`src/rtl/crono_pkg.sv`:
```
// Shared definitions for the countdown timer: state codes, PS/2 key codes,
// BCD field limits and the DONE auto-return timeout.
package crono_pkg;

  typedef enum logic [2:0] {
    ST_IDLE  = 3'd0,
    ST_RUN   = 3'd1,
    ST_PAUSE = 3'd2,
    ST_DONE  = 3'd3
  } estado_t;

  localparam logic [7:0] KEY_LOAD  = 8'h75;
  localparam logic [7:0] KEY_START = 8'h29;
  localparam logic [7:0] KEY_CLEAR = 8'h66;
  localparam logic [7:0] KEY_ACK   = 8'h5A;

  localparam logic [7:0] BCD_MAX_MS = 8'h59;
  localparam logic [7:0] BCD_MAX_H  = 8'h23;
  localparam logic [7:0] BCD_ZERO   = 8'h00;

  localparam logic [4:0] TIMEOUT_TICKS = 5'd30;

  // Both digits decimal and the packed value within the field limit; once the
  // digits are legal, packed BCD orders the same way as the number it encodes.
  function automatic logic bcd_ok(input logic [7:0] v, input logic [7:0] lim);
    return (v[7:4] <= 4'd9) && (v[3:0] <= 4'd9) && (v <= lim);
  endfunction

endpackage

```
`src/rtl/decremento_bcd.sv`:
```
// Two-digit packed-BCD decrement by one. A zero input yields the wrap value and
// raises the borrow towards the next more significant field.
module decremento_bcd (
  input  logic [7:0] valor,
  input  logic [7:0] envolver,
  output logic [7:0] resultado,
  output logic       prestamo
);

  // Decrement the units digit, borrowing from the tens digit or from the next field.
  always_comb begin
    resultado = valor;
    prestamo  = 1'b0;
    if (valor == 8'h00) begin
      resultado = envolver;
      prestamo  = 1'b1;
    end else if (valor[3:0] == 4'h0) begin
      resultado = {valor[7:4] - 4'd1, 4'd9};
      prestamo  = 1'b0;
    end else begin
      resultado = {valor[7:4], valor[3:0] - 4'd1};
      prestamo  = 1'b0;
    end
  end

endmodule

```
`src/rtl/cronometro_control.sv`:
```
// Keyboard-driven HH:MM:SS countdown timer with alarm.
// Macro CRONO_ALARM_TIMEOUT_EN: DONE returns to IDLE by itself after 30 ticks.
module cronometro_control
  import crono_pkg::*;
(
  input  logic       clk,
  input  logic       reset,
  input  logic [7:0] Tecla,
  input  logic       tecla_valida,
  input  logic       tick_1hz,
  input  logic [7:0] Segundos,
  input  logic [7:0] Minutos,
  input  logic [7:0] Horas,
  output logic [7:0] Segundos_C,
  output logic [7:0] Minutos_C,
  output logic [7:0] Horas_C,
  output logic       alarma,
  output logic       error_carga,
  output logic [2:0] estado
);

  estado_t    state_r, state_s;
  logic [7:0] seg_r, min_r, hr_r;
  logic [7:0] seg_s, min_s, hr_s;
  logic       alarma_r, err_r, err_s;

  logic [7:0] seg_dec_s, min_dec_s, hr_dec_s;
  logic       seg_bw_s, min_bw_s, hr_bw_s;
  logic [7:0] tick_min_s, tick_hr_s;

  logic key_load_s, key_start_s, key_clear_s, key_ack_s;
  logic tick_s, load_ok_s, count_nz_s;

  decremento_bcd u_dec_seg (.valor(seg_r), .envolver(BCD_MAX_MS), .resultado(seg_dec_s), .prestamo(seg_bw_s));
  decremento_bcd u_dec_min (.valor(min_r), .envolver(BCD_MAX_MS), .resultado(min_dec_s), .prestamo(min_bw_s));
  decremento_bcd u_dec_hr  (.valor(hr_r),  .envolver(BCD_ZERO),   .resultado(hr_dec_s),  .prestamo(hr_bw_s));

  // Minutes only move on a seconds borrow, hours only on a minutes borrow as well.
  assign tick_min_s = seg_bw_s ? min_dec_s : min_r;
  assign tick_hr_s  = (seg_bw_s && min_bw_s) ? hr_dec_s : hr_r;

  assign key_load_s  = tecla_valida && (Tecla == KEY_LOAD);
  assign key_start_s = tecla_valida && (Tecla == KEY_START);
  assign key_clear_s = tecla_valida && (Tecla == KEY_CLEAR);
  assign key_ack_s   = tecla_valida && (Tecla == KEY_ACK);
  // Any qualified key steals the tick of the same cycle.
  assign tick_s      = tick_1hz && !tecla_valida;
  assign load_ok_s   = bcd_ok(Segundos, BCD_MAX_MS) && bcd_ok(Minutos, BCD_MAX_MS) && bcd_ok(Horas, BCD_MAX_H);
  assign count_nz_s  = |{hr_r, min_r, seg_r};

`ifdef CRONO_ALARM_TIMEOUT_EN
  logic [4:0] to_cnt_r;

  // Ticks seen while in DONE; held at zero in every other state.
  always_ff @(posedge clk or negedge reset) begin
    if (!reset) begin
      to_cnt_r <= 5'd0;
    end else if (state_r != ST_DONE) begin
      to_cnt_r <= 5'd0;
    end else if (tick_s) begin
      to_cnt_r <= to_cnt_r + 5'd1;
    end else begin
      to_cnt_r <= to_cnt_r;
    end
  end
`endif

  // Next state, next count and error pulse.
  always_comb begin
    state_s = state_r;
    seg_s   = seg_r;
    min_s   = min_r;
    hr_s    = hr_r;
    err_s   = 1'b0;
    case (state_r)
      ST_IDLE: begin
        if (key_load_s) begin
          if (load_ok_s) begin
            {hr_s, min_s, seg_s} = {Horas, Minutos, Segundos};
          end else begin
            err_s = 1'b1;
          end
        end else if (key_start_s && count_nz_s) begin
          state_s = ST_RUN;
        end else begin
          state_s = ST_IDLE;
        end
      end
      ST_RUN: begin
        if (key_start_s) begin
          state_s = ST_PAUSE;
        end else if (key_clear_s) begin
          {hr_s, min_s, seg_s} = 24'h00_00_00;
          state_s = ST_IDLE;
        end else if (tick_s) begin
          if (seg_bw_s && min_bw_s && hr_bw_s) begin
            {hr_s, min_s, seg_s} = 24'h00_00_00;
            state_s = ST_DONE;
          end else begin
            {hr_s, min_s, seg_s} = {tick_hr_s, tick_min_s, seg_dec_s};
            state_s = ({tick_hr_s, tick_min_s, seg_dec_s} == 24'h00_00_00) ? ST_DONE : ST_RUN;
          end
        end else begin
          state_s = ST_RUN;
        end
      end
      ST_PAUSE: begin
        if (key_start_s) begin
          state_s = ST_RUN;
        end else if (key_clear_s) begin
          {hr_s, min_s, seg_s} = 24'h00_00_00;
          state_s = ST_IDLE;
        end else if (key_load_s) begin
          if (load_ok_s) begin
            {hr_s, min_s, seg_s} = {Horas, Minutos, Segundos};
            state_s = ST_IDLE;
          end else begin
            err_s = 1'b1;
          end
        end else begin
          state_s = ST_PAUSE;
        end
      end
      ST_DONE: begin
        {hr_s, min_s, seg_s} = 24'h00_00_00;
        if (key_ack_s || key_clear_s) begin
          state_s = ST_IDLE;
`ifdef CRONO_ALARM_TIMEOUT_EN
        end else if (tick_s && (to_cnt_r == TIMEOUT_TICKS - 5'd1)) begin
          state_s = ST_IDLE;
`endif
        end else begin
          state_s = ST_DONE;
        end
      end
      default: begin
        {hr_s, min_s, seg_s} = 24'h00_00_00;
        state_s = ST_IDLE;
      end
    endcase
  end

  // State, count and flag registers.
  always_ff @(posedge clk or negedge reset) begin
    if (!reset) begin
      state_r  <= ST_IDLE;
      seg_r    <= 8'h00;
      min_r    <= 8'h00;
      hr_r     <= 8'h00;
      alarma_r <= 1'b0;
      err_r    <= 1'b0;
    end else begin
      state_r  <= state_s;
      seg_r    <= seg_s;
      min_r    <= min_s;
      hr_r     <= hr_s;
      alarma_r <= (state_s == ST_DONE);
      err_r    <= err_s;
    end
  end

  assign Segundos_C  = seg_r;
  assign Minutos_C   = min_r;
  assign Horas_C     = hr_r;
  assign alarma      = alarma_r;
  assign error_carga = err_r;
  assign estado      = state_r;

endmodule

```
`config.mk`:
```
export PLATFORM = sky130hd
export DESIGN_NAME = cronometro_control
export DESIGN_NICKNAME = d
export VERILOG_FILES = /design/src/rtl/crono_pkg.sv /design/src/rtl/decremento_bcd.sv /design/src/rtl/cronometro_control.sv
export SDC_FILE = /design/constraint.sdc
export NUM_CORES = 1
export LEC_CHECK = 0
export ABC_AREA = 0
export BUFFER_PORTS_ARGS = -buffer_cell sky130_fd_sc_hd__buf_2
export CORE_MARGIN = 2
export CORE_UTILIZATION = 57
export DETAILED_ROUTE_END_ITERATION = 10
export PLACE_DENSITY = 0.86
export SETUP_SLACK_MARGIN = 0.1
export SYNTH_ARGS = -nofsm -noshare
export SYNTH_HDL_FRONTEND = slang
export SYNTH_SLANG_ARGS = --single-unit
```
`constraint.sdc`:
```
create_clock -name clk -period 4.3 [get_ports clk]
set_input_delay 0.43 -clock clk [delete_from_list [all_inputs] [get_ports clk]]
set_output_delay 0.43 -clock clk [all_outputs]
set_load 0.005 [all_outputs]
```
* After elaboration in Yosys (flattened, before gate mapping)
Index checks and enable logic that the tools add are counted.
** Word-level totals
- Word-level logic and storage cells :: 116
- Output and inout bits :: 29
- Bits of input ports :: 36
- Flip-flop bits (word level) :: 29
** Operators by class
- Add/subtract/negate cells :: 6
- Order comparisons :: 9
- Reductions and logical operators :: 28
- Multiplexer cells :: 56
- Equal/unequal tests :: 11
** Operator list (count)
- $mux 8 :: 32
- $pmux 8 s3 :: 3
- $eq 8x7->1 const B :: 3
- $le 4x4->1 const B :: 6
- $logic_not 24->1 :: 1
- $logic_not 8->1 :: 3
- $mux 3 :: 8
- $reduce_or 24->1 :: 1
- $sub 4x1->4 const B :: 6
- $le 8x7->1 const B :: 2
- $logic_and 1x1->1 :: 16
- $logic_not 4->1 :: 3
- $pmux 3 s4 :: 1
- $eq 3x2->1 const B :: 3
- $eq 8x6->1 const B :: 1
- $le 8x6->1 const B :: 1
- $mux 1 :: 8
- $mux 2 :: 3
- $ne 2x2->1 const B :: 2
- $eq 3x1->1 const B :: 1
- $logic_not 3->1 :: 1
- $ne 3x3->1 const B :: 1
- $reduce_and 3->1 :: 1
- $pmux 1 s2 :: 1
- other kinds (2) :: 2

* Logic depth before layout (Yosys ltp)
Gate-level depths: netlist of run 1.
- Depth in word-level cells :: 12
- Gate-level depth with buffers :: 9
- Depth with buffers taken out :: 8

* By module
A second synthesis of run 1 with hierarchy kept.
** Unflattened totals
- Cell total of the unflattened synthesis :: 294
- Area total of the unflattened synthesis :: 2497.4 um2
** Modules (own cells, without submodules)
- cronometro_control :: area an instance 1833.0 um2, seq. area each 725.7 um2, instances 1, cells an instance 189
- decremento_bcd :: area an instance 221.5 um2, seq. area each 0.0 um2, instances 3, cells an instance 35

* Worst setup path after synthesis of run 1
Ideal clock, no wire load.
- Path type :: register -> register
- Start :: register seg_r[4], in the netlist Segundos_C[4]
- End :: register alarma_r, in the netlist alarma
- Stages on the path, launching flop included :: 10
- Period minus slack after synthesis :: 2441 ps
- Data required time :: 4222 ps
- Setup time :: 78 ps
- Arrival time :: 2364 ps
- Slack :: 1859 ps
- Buffers on the path :: 1
- Cells stage by stage :: dfrtp_1 > inv_1 > ha_1 > or3b_2 > clkbuf_1 > or2_2 > o21ai_0 > nor4bb_1 > o2111ai_1 > a21boi_1
** Between the ends
- Cells in the longest elaborated chain, start to end :: 12
- Elaborated cells on any way between the ends :: 21
- Those cells by class :: 1 x add/sub; 1 x eq/ne; 13 x mux; 6 x reduce/logical
** RTL lines
- start, declared :: RTL line cronometro_control.sv:23 : logic [7:0] seg_r, min_r, hr_r;
- start signal, assigned :: RTL line cronometro_control.sv:154 : seg_r <= seg_s;
- branches (longest 10 deep; another with $sub 4x1->4)
- $pmux 3 s4 (*) :: RTL line cronometro_control.sv:75 : case (state_r)
- $eq 3x2->1 (*) :: RTL line cronometro_control.sv:157 : alarma_r <= (state_s == ST_DONE);
- end signal, assigned :: RTL line cronometro_control.sv:157
- end, declared :: RTL line cronometro_control.sv:25 : logic alarma_r, err_r, err_s;
Every way passes the cells marked *.
A chain may end at the register's enable or synchronous reset.

* Worst setup path in the final report of run 1
- Start :: register min_r[1], in the netlist Minutos_C[1]
- End :: register alarma_r, in the netlist alarma
** Between the ends
- Cells in the longest elaborated chain, start to end :: 12
- Elaborated cells on any way between the ends :: 22
- Those cells by class :: 1 x add/sub; 1 x eq/ne; 13 x mux; 7 x reduce/logical
** RTL lines
- start, declared :: RTL line cronometro_control.sv:23
- start signal, assigned :: RTL line cronometro_control.sv:155 : min_r <= min_s;
- $sub 4x1->4, or another cell as far along :: RTL line decremento_bcd.sv:21 : resultado = {valor[7:4], valor[3:0] - 4'd1};
- $mux 8 / $mux 1 (equally long branches) :: RTL line decremento_bcd.sv:17, decremento_bcd.sv:14
- $mux 8 / $logic_and 1x1->1 (equally long branches) :: RTL line decremento_bcd.sv:14, cronometro_control.sv:40, cronometro_control.sv:96
- $mux 8 (on tied branches) :: RTL line cronometro_control.sv:39, cronometro_control.sv:40
- $logic_not 24->1 :: RTL line cronometro_control.sv:101 : state_s = ({tick_hr_s, tick_min_s, seg_dec_s} == 24'h00_00_00) ? ST_DONE : ST_RUN;
- $mux 2 :: RTL line cronometro_control.sv:101
- $mux 2 :: RTL line cronometro_control.sv:96 : if (seg_bw_s && min_bw_s && hr_bw_s) begin
- $mux 3 :: RTL line cronometro_control.sv:95 : end else if (tick_s) begin
- $mux 3 :: RTL line cronometro_control.sv:92 : end else if (key_clear_s) begin
- $mux 3 :: RTL line cronometro_control.sv:90 : if (key_start_s) begin
- $pmux 3 s4 (*) :: RTL line cronometro_control.sv:75
- $eq 3x2->1 (*) :: RTL line cronometro_control.sv:157
Mark *: on every way between the ends. The rest lies on a longest branch, timed or not.

==> qor.yml, run 1 <==
floorplan:
  start_util_pct: 59.18
  rows: 23
  core_sq_um: 4000
  die_y_microns: 68.45
  dieArea_sq_um: 4685
  die_x_microns: 68.45
  ios: 65
setup_path:
  path_delay_family: "simple AND/OR/NAND/NOR gates"
  r2r-end: "alarma"
  cp_slowest_cell: "nand4_1"
  worstPathCellList: "inv_1 > ha_1 > nor3b_1 > nand4_1 > o21ai_0 > nor4b_1 > o2111ai_1 > a21boi_1"
  reg2reg_slack_ns: 1.38
  crit_path_start: "Minutos_C[1]"
  cp_num_buf_inv: 1
  max_stage_delay_ns: 0.47
  path_max_fanout: 12
  path_depth: 8
  cp_data_arrival_time_ns: 3.13
  path_class: "reg2reg"
  reg2reg_depth: 8
  reg2reg_from: "Minutos_C[1]"
  start_kind: "flop"
  crit_path_end_kind: "flop"
  crit_required_ns: 4.51
  crit_end: "alarma"
finish:
  area_growth_pct: 19.19
  diodes: 0
  nNetsFinal: 394
  stdcell_count: 403
  drive_above_1_share_pct: 26.63
logic_synthesis:
  synth_cells: 287
  yosysMostFrequentCell: "dfrtp_1"
  async_flop_share_pct: 100.0
  syn_avg_cell_area_sq_um: 8.248
  yosys_warnings: 0
  ys_ff_latch: 29
  synth_edf_count: 0
  synth_area_sq_um: 2367
  yosysSeqAreaShare_pct: 30.66
  synthTopCellsByArea: "dfrtp_1 (31%), o21ai_0 (5.9%), nor2_1 (4.1%), a21oi_1 (3.8%), ha_1 (3.2%)"
  yosys.area.top_type_share_pct: 30.66
  ys.flop_type: "dfrtp_1"
  synth_common_cells: "dfrtp_1 (29), o21ai_0 (28), nor2_1 (26), nand2_1 (20), a21oi_1 (18)"
  yosys.area.top_type: "dfrtp_1"
  synth_cell_types: 66
  syn-num-nets: 329
clocking:
  cts_tree: "built"
  cts_buffers: 5
  ctsHoldBuffers: 0
  post_cts_resized: 0
  cts.path.max_buffers: 2
  clkSinkCount: 29
  post_cts_buffers: 0
  clk_pin_slew_ns: 0.07
  clk_latency_ns: 0.29
  cts_root_buf: "clkbuf_8"
  h-tree-depth: 2
routing:
  drt-pass1-iter-count: 5
  drt_iter0_drc: 361
  vias: 2672
  route.detailed.drc: 0
  drt_wl_total_microns: 7143
  ant_nets: 0
  routed_wire_length_per_instance_microns: 17.72
  avgViaCountPerCell: 6.630
grt:
  grt_first_pass_wirelength_microns: 11200
  grt_max_degree: 30
  grt-ovfl-total: 0
  grt_use_total_pct: 32.31
  grt_pass1_vias: 2392
  antenna_found_initial: 0
power:
  peakVddDrop_mv: 0.1964
  p_leak_nw: 1.349
  powerDensity_nw_per_um2: 206.7
place:
  dpl.hpwl_microns: 5263
  pre_cts_ws_ns: 1.434
  dp_cells: 395
  numPortBuffers: 64
  place_congestion: 0.9189
worst_hold_path:
  hold_class: "in2async"
sta:
  slew_violations: 0
  rsz0062_at_grt: "no"
  min_period_ns: 2.919
  setup_viol: 0
  timing.fmax_mhz: 342.6
  setup_slack_ns: 1.381
  fin_setup_tns_ns: 0
  final-hold-violation-count: 0
  tightest_slew_ns: 0.7150
  relSlewSlack_pct: 52.23
  fin_crit_sh_pct: 67.89
  clock_skew_ns: 0.007528
status:
  outcome: "complete, no violations"
run:
  maxCapViolCount: 0
==> cells in the final DEF (no fill, tap or decap), drive strengths merged, types with 5 or more instances in the layout <==
cell type / instances
buf: 68
nand2b: 6
dfrtp: 29
nor3: 11
nand2: 20
nand4: 5
nand3: 5
nor4: 5
nor3b: 5
clkbuf: 7
a21oi: 19
o31ai: 6
o21ai: 41
inv: 15
nor2: 26
mux2i: 5
a22oi: 9
ha: 6
==> sequential cells by signal (all words and copies together) (netlist names) <==
signal and flops:
Horas_C 8, Minutos_C 8, Segundos_C 8, alarma 1, error_carga 1, estado 3
==> cell type report <==
class	instances	area, sq um
inverters	15	56.30
well taps	50	62.56
repair buffers	68	350.3
fillers	325	1179
flip-flops and latches	29	725.7
multi-input cells	233	1525
clock inverters	1	5.005
clock buffers	7	96.34
==> where the power goes <==
group          switching (mW)  internal, mW  total (mW)
Combinational          0.0292        0.0194      0.0486
Clock                   0.116         0.145       0.260
Sequential           0.000914         0.273       0.274
Total                   0.146         0.437       0.583
==> logic make-up (layout without fill, tap and decap cells) <==
family | Yosys count | after routing | share of synthesized area (%)
AOI/OAI and AO/OA | 108 | 108 | 29.70
DFF | 29 | 29 | 30.66
adders and majority gates | 6 | 6 | 3.171
buffers and inverters | 25 | 91 | 4.915
xor gates and xnor gates | 1 | 1 | 0.3700
muxes | 6 | 6 | 2.590
other | 1 | 1 | 0.1584
and+or+nand+nor | 111 | 111 | 28.44
==> how the worst min path moves through the flow <==
stage / start / end / slack, ns / cells past startpoint
floorplan: reset / Horas_C[0] / 0.13 / 0
global placement: reset / Minutos_C[1] / 0.50 / 1
detailed placement: reset / Minutos_C[1] / 0.51 / 1
CTS: reset / Minutos_C[1] / 0.19 / 1
global route: reset / Minutos_C[1] / 0.24 / 1
finish: reset / Minutos_C[1] / 0.18 / 1
==> worst reg2reg max path, cell delays in order (launching register included) <==
cell	delay [ns]
dfrtp_1	0.46
inv_1	0.10
ha_1	0.25
nor3b_1	0.42
nand4_1	0.47
o21ai_0	0.28
nor4b_1	0.41
o2111ai_1	0.26
a21boi_1	0.21
==> stage by stage <==
step / area (sq um) / util, % / power (mW) / hold slack (ns)
global placement: 2720 / 68.00 / 0.3260 / 0.4995
detailed placement: 2720 / 68.00 / 0.3272 / 0.5122
floorplan: 2367 / - / 0.2958 / 0.1344
global route: 2821 / 70.53 / 0.5969 / 0.2383
finish: 2821 / 70.53 / 0.5831 / 0.1810
CTS: 2821 / 70.53 / 0.5808 / 0.1947
==> per-layer routing <==
metal  part of all wire, %  global-route usage [%]  up-vias  wire (microns)
li1                      -                       -     1224               -
met1                    41                   42.02     1255            2901
met2                    48                   53.25      165            3402
met3                   8.9                   5.099       28             633
met4                   2.9                   13.00        0             206
met5                     0                       0        -               0
Note: power is estimated with default switching activity, not from simulation.
==> run 2: changes to the inputs <==
--- a/config.mk
+++ b/config.mk
@@ -8,9 +8,9 @@
 export ABC_AREA = 0
 export BUFFER_PORTS_ARGS = -buffer_cell sky130_fd_sc_hd__buf_2
 export CORE_MARGIN = 2
-export CORE_UTILIZATION = 57
+export CORE_UTILIZATION = 48
 export DETAILED_ROUTE_END_ITERATION = 10
-export PLACE_DENSITY = 0.86
+export PLACE_DENSITY = 0.77
 export SETUP_SLACK_MARGIN = 0.1
 export SYNTH_ARGS = -nofsm -noshare
 export SYNTH_HDL_FRONTEND = slang
==> constraint.sdc (replaced) <==
create_clock -name clk -period 2.63 [get_ports clk]
set_input_delay 0.263 -clock clk [delete_from_list [all_inputs] [get_ports clk]]
set_output_delay 0.263 -clock clk [all_outputs]
set_load 0.005 [all_outputs]
==> run 2 against run 1 <==
Clock power rose by 60%. Largest cell class unchanged. Combinational power rose by 62%. Sequential power rose by 64%. Wire length fell by 0.39%. Critical path type unchanged. Via count fell by 1.6%. Clock-buffer cell count did not move. Largest power group unchanged. Critical endpoint is now Horas_C[0]. Critical path depth fell by 3. Cell count rose by 7.7%. Power rose by 62%. Worst setup slack got worse by 1.2 ns.
==> qor.yml, run 2 (synthesized netlist as in run 1, its figures left out) <==
finish:
  diodes: 0  # unchanged
  final_area_sq_um: 2992  # +6.0%
  layout_common_cells: "buf_2 (64), dfrtp_1 (29), o21ai_0 (27)"
  drive_above_1_share_pct: 31.06  # +4.4 points
  area_growth_pct: 26.37
  nNetsFinal: 408  # +3.6%
  final_common_cell: "buf_2"
clocking:
  cts_tree: "built"
  cts_buffers: 5  # unchanged
  clkSinkCount: 29  # unchanged
  clk_latency_ns: 0.28  # about the same
  ctsHoldBuffers: 0  # unchanged
  cts.path.max_buffers: 2  # unchanged
  clk_pin_slew_ns: 0.07  # about the same
  post_cts_resized: 0  # unchanged
  cts_root_buf: "clkbuf_8"
  h-tree-depth: 2  # unchanged
  post_cts_buffers: 0  # unchanged
grt:
  grt-ovfl-total: 0  # unchanged
  grt_pass1_vias: 2396  # +0.17%
  antenna_found_initial: 0  # unchanged
  grt_max_degree: 30  # unchanged
  grt_first_pass_wirelength_microns: 11300  # +0.87%
  grt_use_total_pct: 26.85  # -5.5 points
sta:
  final-hold-violation-count: 0  # unchanged
  fin_setup_tns_ns: 0  # unchanged
  min_period_ns: 2.436  # -0.4835 ns
  slew_violations: 0  # unchanged
  fin_crit_sh_pct: 92.61  # +25 points
  clock_skew_ns: 0.002821  # -0.004708 ns
  rsz0062_at_grt: "yes"
  relSlewSlack_pct: 55.54  # +3.3 points
  timing.fmax_mhz: 410.6  # +20%
  setup_viol: 0  # unchanged
  tightest_slew_ns: 0.6629  # -0.05206 ns
setup_path:
  cp_num_buf_inv: 0  # -1
  crit_path_end_kind: "flop"
  cp_slowest_cell: "nor4_1"
  start_kind: "flop"
  max_stage_delay_ns: 0.57  # +0.10 ns
  path_delay_family: "simple AND/OR/NAND/NOR gates"
  path_class: "reg2reg"
  path_max_fanout: 8  # -4
  worstPathCellList: "nor4_1 > nand4_1 > nor3b_1 > mux2_2 > o21ai_0"
  cp_data_arrival_time_ns: 2.63  # -0.50 ns
  crit_required_ns: 2.83  # -1.68 ns
routing:
  drt_wl_total_microns: 7115  # -0.39%
  drt-pass1-iter-count: 6  # +1
  vias: 2628  # -1.6%
  ant_nets: 0  # unchanged
  routed_wire_length_per_instance_microns: 16.39  # -7.5%
  avgViaCountPerCell: 6.055  # -8.7%
  drt_iter0_drc: 245  # -32%
  route.detailed.drc: 0  # unchanged
floorplan:
  die_x_microns: 74.23  # +8.4%
  die_y_microns: 74.23  # +8.4%
  dieArea_sq_um: 5509  # +18%
  ios: 65  # unchanged
  rows: 25  # +8.7%
  start_util_pct: 49.79  # -9.4 points
  core_sq_um: 4755  # +19%
place:
  place_area_sq_um: 2859  # +5.1%
  numPortBuffers: 64  # unchanged
  dpl.hpwl_microns: 5408  # +2.8%
  place_congestion: 0.9782  # +6.5%
power:
  peakVddDrop_mv: 0.2375  # +21%
  p_leak_nw: 1.432  # +6.2%
  powerDensity_nw_per_um2: 315.2  # +53%
status:
  outcome: "complete, no violations"
run:
  maxCapViolCount: 0  # unchanged
worst_hold_path:
  hold_class: "in2async"
run 2: path summary, 6_finish.rpt:
| kind | start | end | slack, ns | cells after the start |
|---|---|---|---|---|
| min in group clk | Segundos[4] | Segundos_C[4] | 0.17 | 3 |
| setup reg to reg | Segundos_C[1] | Horas_C[0] | 0.19 | 5 |
| setup / recovery | Segundos_C[1] | Horas_C[0] | 0.19 | 5 |
| hold reg to reg | Horas_C[7] | Horas_C[7] | 0.54 | 1 |
| hold / removal | reset | Minutos_C[7] | 0.008 | 1 |
| max in group asynchronous | reset | Minutos_C[0] | 2.19 | 1 |
run 2: metrics by stage:
stage / hold slack [ns] / instances / util [%] / power, mW / setup slack, ns
after detailed placement: 0.3386 / 426 / 60.13 / 0.5351 / 0.1316
after floorplan: -0.03259 / 287 / - / 0.4836 / 0.1888
final: 0.007664 / 434 / 62.92 / 0.9429 / 0.1943
after global placement: 0.3367 / 426 / 60.13 / 0.5339 / 0.1806
after global routing: 0.07265 / 434 / 62.92 / 0.9784 / 0.06663
after CTS: 0.02693 / 434 / 62.26 / 0.9554 / 0.1263
run 2: power by group:
group | internal [mW] | switching, mW
combinational | 0.0317 | 0.0471
sequential | 0.447 | 0.00155
clock | 0.236 | 0.179
run 2: area by class of cell:
type / count / area, sq um
tap: 67 / 83.83
sequential: 29 / 725.7
fill: 430 / 1763
timing repair buffer: 82 / 467.9
inverter: 15 / 56.30
clock inverter: 1 / 5.005
clock buffer: 7 / 96.34
multi-input combinational: 233 / 1556
run 2: layer usage:
metal / vias up / part of all wire, % / track usage, %
met1: 1221 / 42 / 36.32
met3: 8 / 8.4 / 5.420
met5: - / 0 / 0
met2: 144 / 48 / 42.46
met4: 0 / 1.2 / 10.32
li1: 1255 / - / -
==> run 3: changes to the inputs <==
--- a/config.mk
+++ b/config.mk
@@ -8,9 +8,9 @@
 export ABC_AREA = 0
 export BUFFER_PORTS_ARGS = -buffer_cell sky130_fd_sc_hd__buf_2
 export CORE_MARGIN = 2
-export CORE_UTILIZATION = 48
+export CORE_UTILIZATION = 57
 export DETAILED_ROUTE_END_ITERATION = 10
-export PLACE_DENSITY = 0.77
+export PLACE_DENSITY = 0.86
 export SETUP_SLACK_MARGIN = 0.1
 export SYNTH_ARGS = -nofsm -noshare
 export SYNTH_HDL_FRONTEND = slang
==> constraint.sdc (replaced) <==
create_clock -name clk -period 3.05 [get_ports clk]
set_input_delay 0.305 -clock clk [delete_from_list [all_inputs] [get_ports clk]]
set_output_delay 0.305 -clock clk [all_outputs]
set_load 0.005 [all_outputs]
==> run 3 against run 2 <==
Wire length shrank 1.3%. Flip-flop and latch count is the same. Cell count shrank 6.2%. Critical path type unchanged. Largest power group unchanged. Largest cell class unchanged.
==> qor.yml, run 3 (synthesized netlist as in run 1, its figures left out) <==
clocking:
  h-tree-depth: 2  # unchanged
  post_cts_buffers: 0  # unchanged
  clk_pin_slew_ns: 0.06  # about the same
  cts.path.max_buffers: 2  # unchanged
  ctsHoldBuffers: 0  # unchanged
  clk_latency_ns: 0.28  # about the same
  cts_root_buf: "clkbuf_8"
  cts_tree: "built"
  cts_buffers: 5  # unchanged
  clkSinkCount: 29  # unchanged
  post_cts_resized: 0  # unchanged
run:
  maxCapViolCount: 0  # unchanged
sta:
  slew_violations: 0  # unchanged
  timing.fmax_mhz: 368.3  # -10%
  clock_skew_ns: 0.003824  # +0.001004 ns
  final-hold-violation-count: 0  # unchanged
  relSlewSlack_pct: 41.03  # -15 points
  setup_viol: 0  # unchanged
  rsz0062_at_grt: "no"
  tightest_slew_ns: 0.8793  # +0.2163 ns
  fin_setup_tns_ns: 0  # unchanged
  fin_crit_sh_pct: 89.03  # -3.6 points
  min_period_ns: 2.715  # +0.2797 ns
setup_path:
  crit_required_ns: 3.20  # +0.37 ns
  start_kind: "flop"
  crit_path_end_kind: "flop"
  cp_data_arrival_time_ns: 2.87  # +0.24 ns
  path_max_fanout: 8  # unchanged
  reg2reg_slack_ns: 0.33  # +0.14 ns
  path_class: "reg2reg"
routing:
  avgViaCountPerCell: 6.511  # +7.5%
  drt-pass1-iter-count: 8  # +2
  drt_iter0_drc: 345  # +41%
  vias: 2650  # +0.84%
  drt_wl_total_microns: 7022  # -1.3%
  route.detailed.drc: 0  # unchanged
  ant_nets: 0  # unchanged
  routed_wire_length_per_instance_microns: 17.25  # +5.2%
floorplan:
  core_sq_um: 4000  # -16%
  dieArea_sq_um: 4685  # -15%
  die_x_microns: 68.45  # -7.8%
  die_y_microns: 68.45  # -7.8%
  start_util_pct: 59.18  # +9.4 points
  ios: 65  # unchanged
  rows: 23  # -8.0%
finish:
  diodes: 0  # unchanged
  layout_common_cells: "buf_2 (64), dfrtp_1 (29), o21ai_0 (28)"
  nNetsFinal: 399  # -2.2%
  final_core_util_pct: 71.10  # +8.2 points
  final_common_cell: "buf_2"
  drive_above_1_share_pct: 27.17  # -3.9 points
  area_growth_pct: 20.14
grt:
  antenna_found_initial: 0  # unchanged
  grt_first_pass_wirelength_microns: 11070  # -2.0%
  grt_pass1_vias: 2323  # -3.0%
  grt-ovfl-total: 0  # unchanged
  grt_use_total_pct: 31.86  # +5.0 points
  grt_max_degree: 30  # unchanged
power:
  pwr-share-clk_pct: 41.7  # -2.4 points
  p_leak_nw: 1.364  # -4.8%
  p_sw_mw: 0.1884  # -17%
  powerDensity_nw_per_um2: 274.2  # -13%
  pwr-share-comb_pct: 8.7  # +0.3 points
  p_int_mw: 0.5915  # -17%
  peakVddDrop_mv: 0.1999  # -16%
  p_sw_share_pct: 24.16  # -0.031 points
  seqPwrFrac_pct: 49.6  # +2.1 points
place:
  dpl.hpwl_microns: 5302  # -2.0%
  place_congestion: 0.8832  # -9.7%
  numPortBuffers: 64  # unchanged
worst_hold_path:
  hold_class: "in2async"
status:
  outcome: "complete, no violations"
-- run 3: worst max-delay path, stage by stage (launching register included) --
cell and delay [ns]:
dfrtp_1 0.48, inv_1 0.14, ha_1 0.31, nor3b_1 0.40, nand2_1 0.17, o21ai_0 0.60, o21ai_0 0.23, a21oi_1 0.17
o21ai_0 0.09
-- run 3: area by class of cell --
| class | instances | area (sq um) |
|---|---|---|
| Clock buffer | 7 | 86.33 |
| Fill cell | 323 | 1156 |
| Inverter | 15 | 56.30 |
| Multi-Input combinational cell | 233 | 1525 |
| Sequential cell | 29 | 725.7 |
| Tap cell | 50 | 62.56 |
| Timing Repair Buffer | 73 | 387.9 |
-- run 3: per-layer routing --
metal | track usage, % | up-vias | part of all wire (%)
li1 | - | 1238 | -
met1 | 42.04 | 1223 | 40
met2 | 50.72 | 156 | 48
met3 | 7.566 | 33 | 9.1
met4 | 11.00 | 0 | 2.9
met5 | 0 | - | 0
-- run 3: path summary, 6_finish.rpt --
| check | startpoint | end | depth (start not counted) |
|---|---|---|---|
| worst max-delay path | Horas_C[0] | Horas_C[4] | 8 |
| worst min-delay path | reset | Minutos_C[2] | 1 |
| worst max register to register | Horas_C[0] | Horas_C[4] | 8 |
| worst min register to register | Segundos_C[7] | Segundos_C[7] | 1 |
| max in group asynchronous | reset | Horas_C[5] | 1 |
| min in group clk | Segundos[4] | Segundos_C[4] | 3 |
-- run 3: stage by stage --
| step | total power, mW | hold WS (ns) | cell area (sq um) | setup slack [ns] | instances |
|---|---|---|---|---|---|
| 6_report | 0.7799 | 0.05674 | 2844 | 0.3345 | 407 |
| 5_1_grt | 0.8057 | 0.1250 | 2844 | 0.1416 | 407 |
| 4_1_cts | 0.7815 | 0.07965 | 2844 | 0.4135 | 407 |
| 3_5_place_dp | 0.4610 | 0.3801 | 2758 | 0.4313 | 400 |
| 3_3_place_gp | 0.4592 | 0.3701 | 2758 | 0.5043 | 400 |
| 2_1_floorplan | 0.4170 | 0.009409 | 2367 | 0.6088 | 287 |
-- run 3: power groups by stage --
stage / Sequential [mW] / Combinational [mW] / Clock, mW
global route: 0.387 / 0.0754 / 0.344
finish: 0.387 / 0.0680 / 0.325
floorplan: 0.394 / 0.0234 / 0
CTS: 0.387 / 0.0676 / 0.327
global placement: 0.394 / 0.0655 / 0
detailed placement: 0.394 / 0.0673 / 0
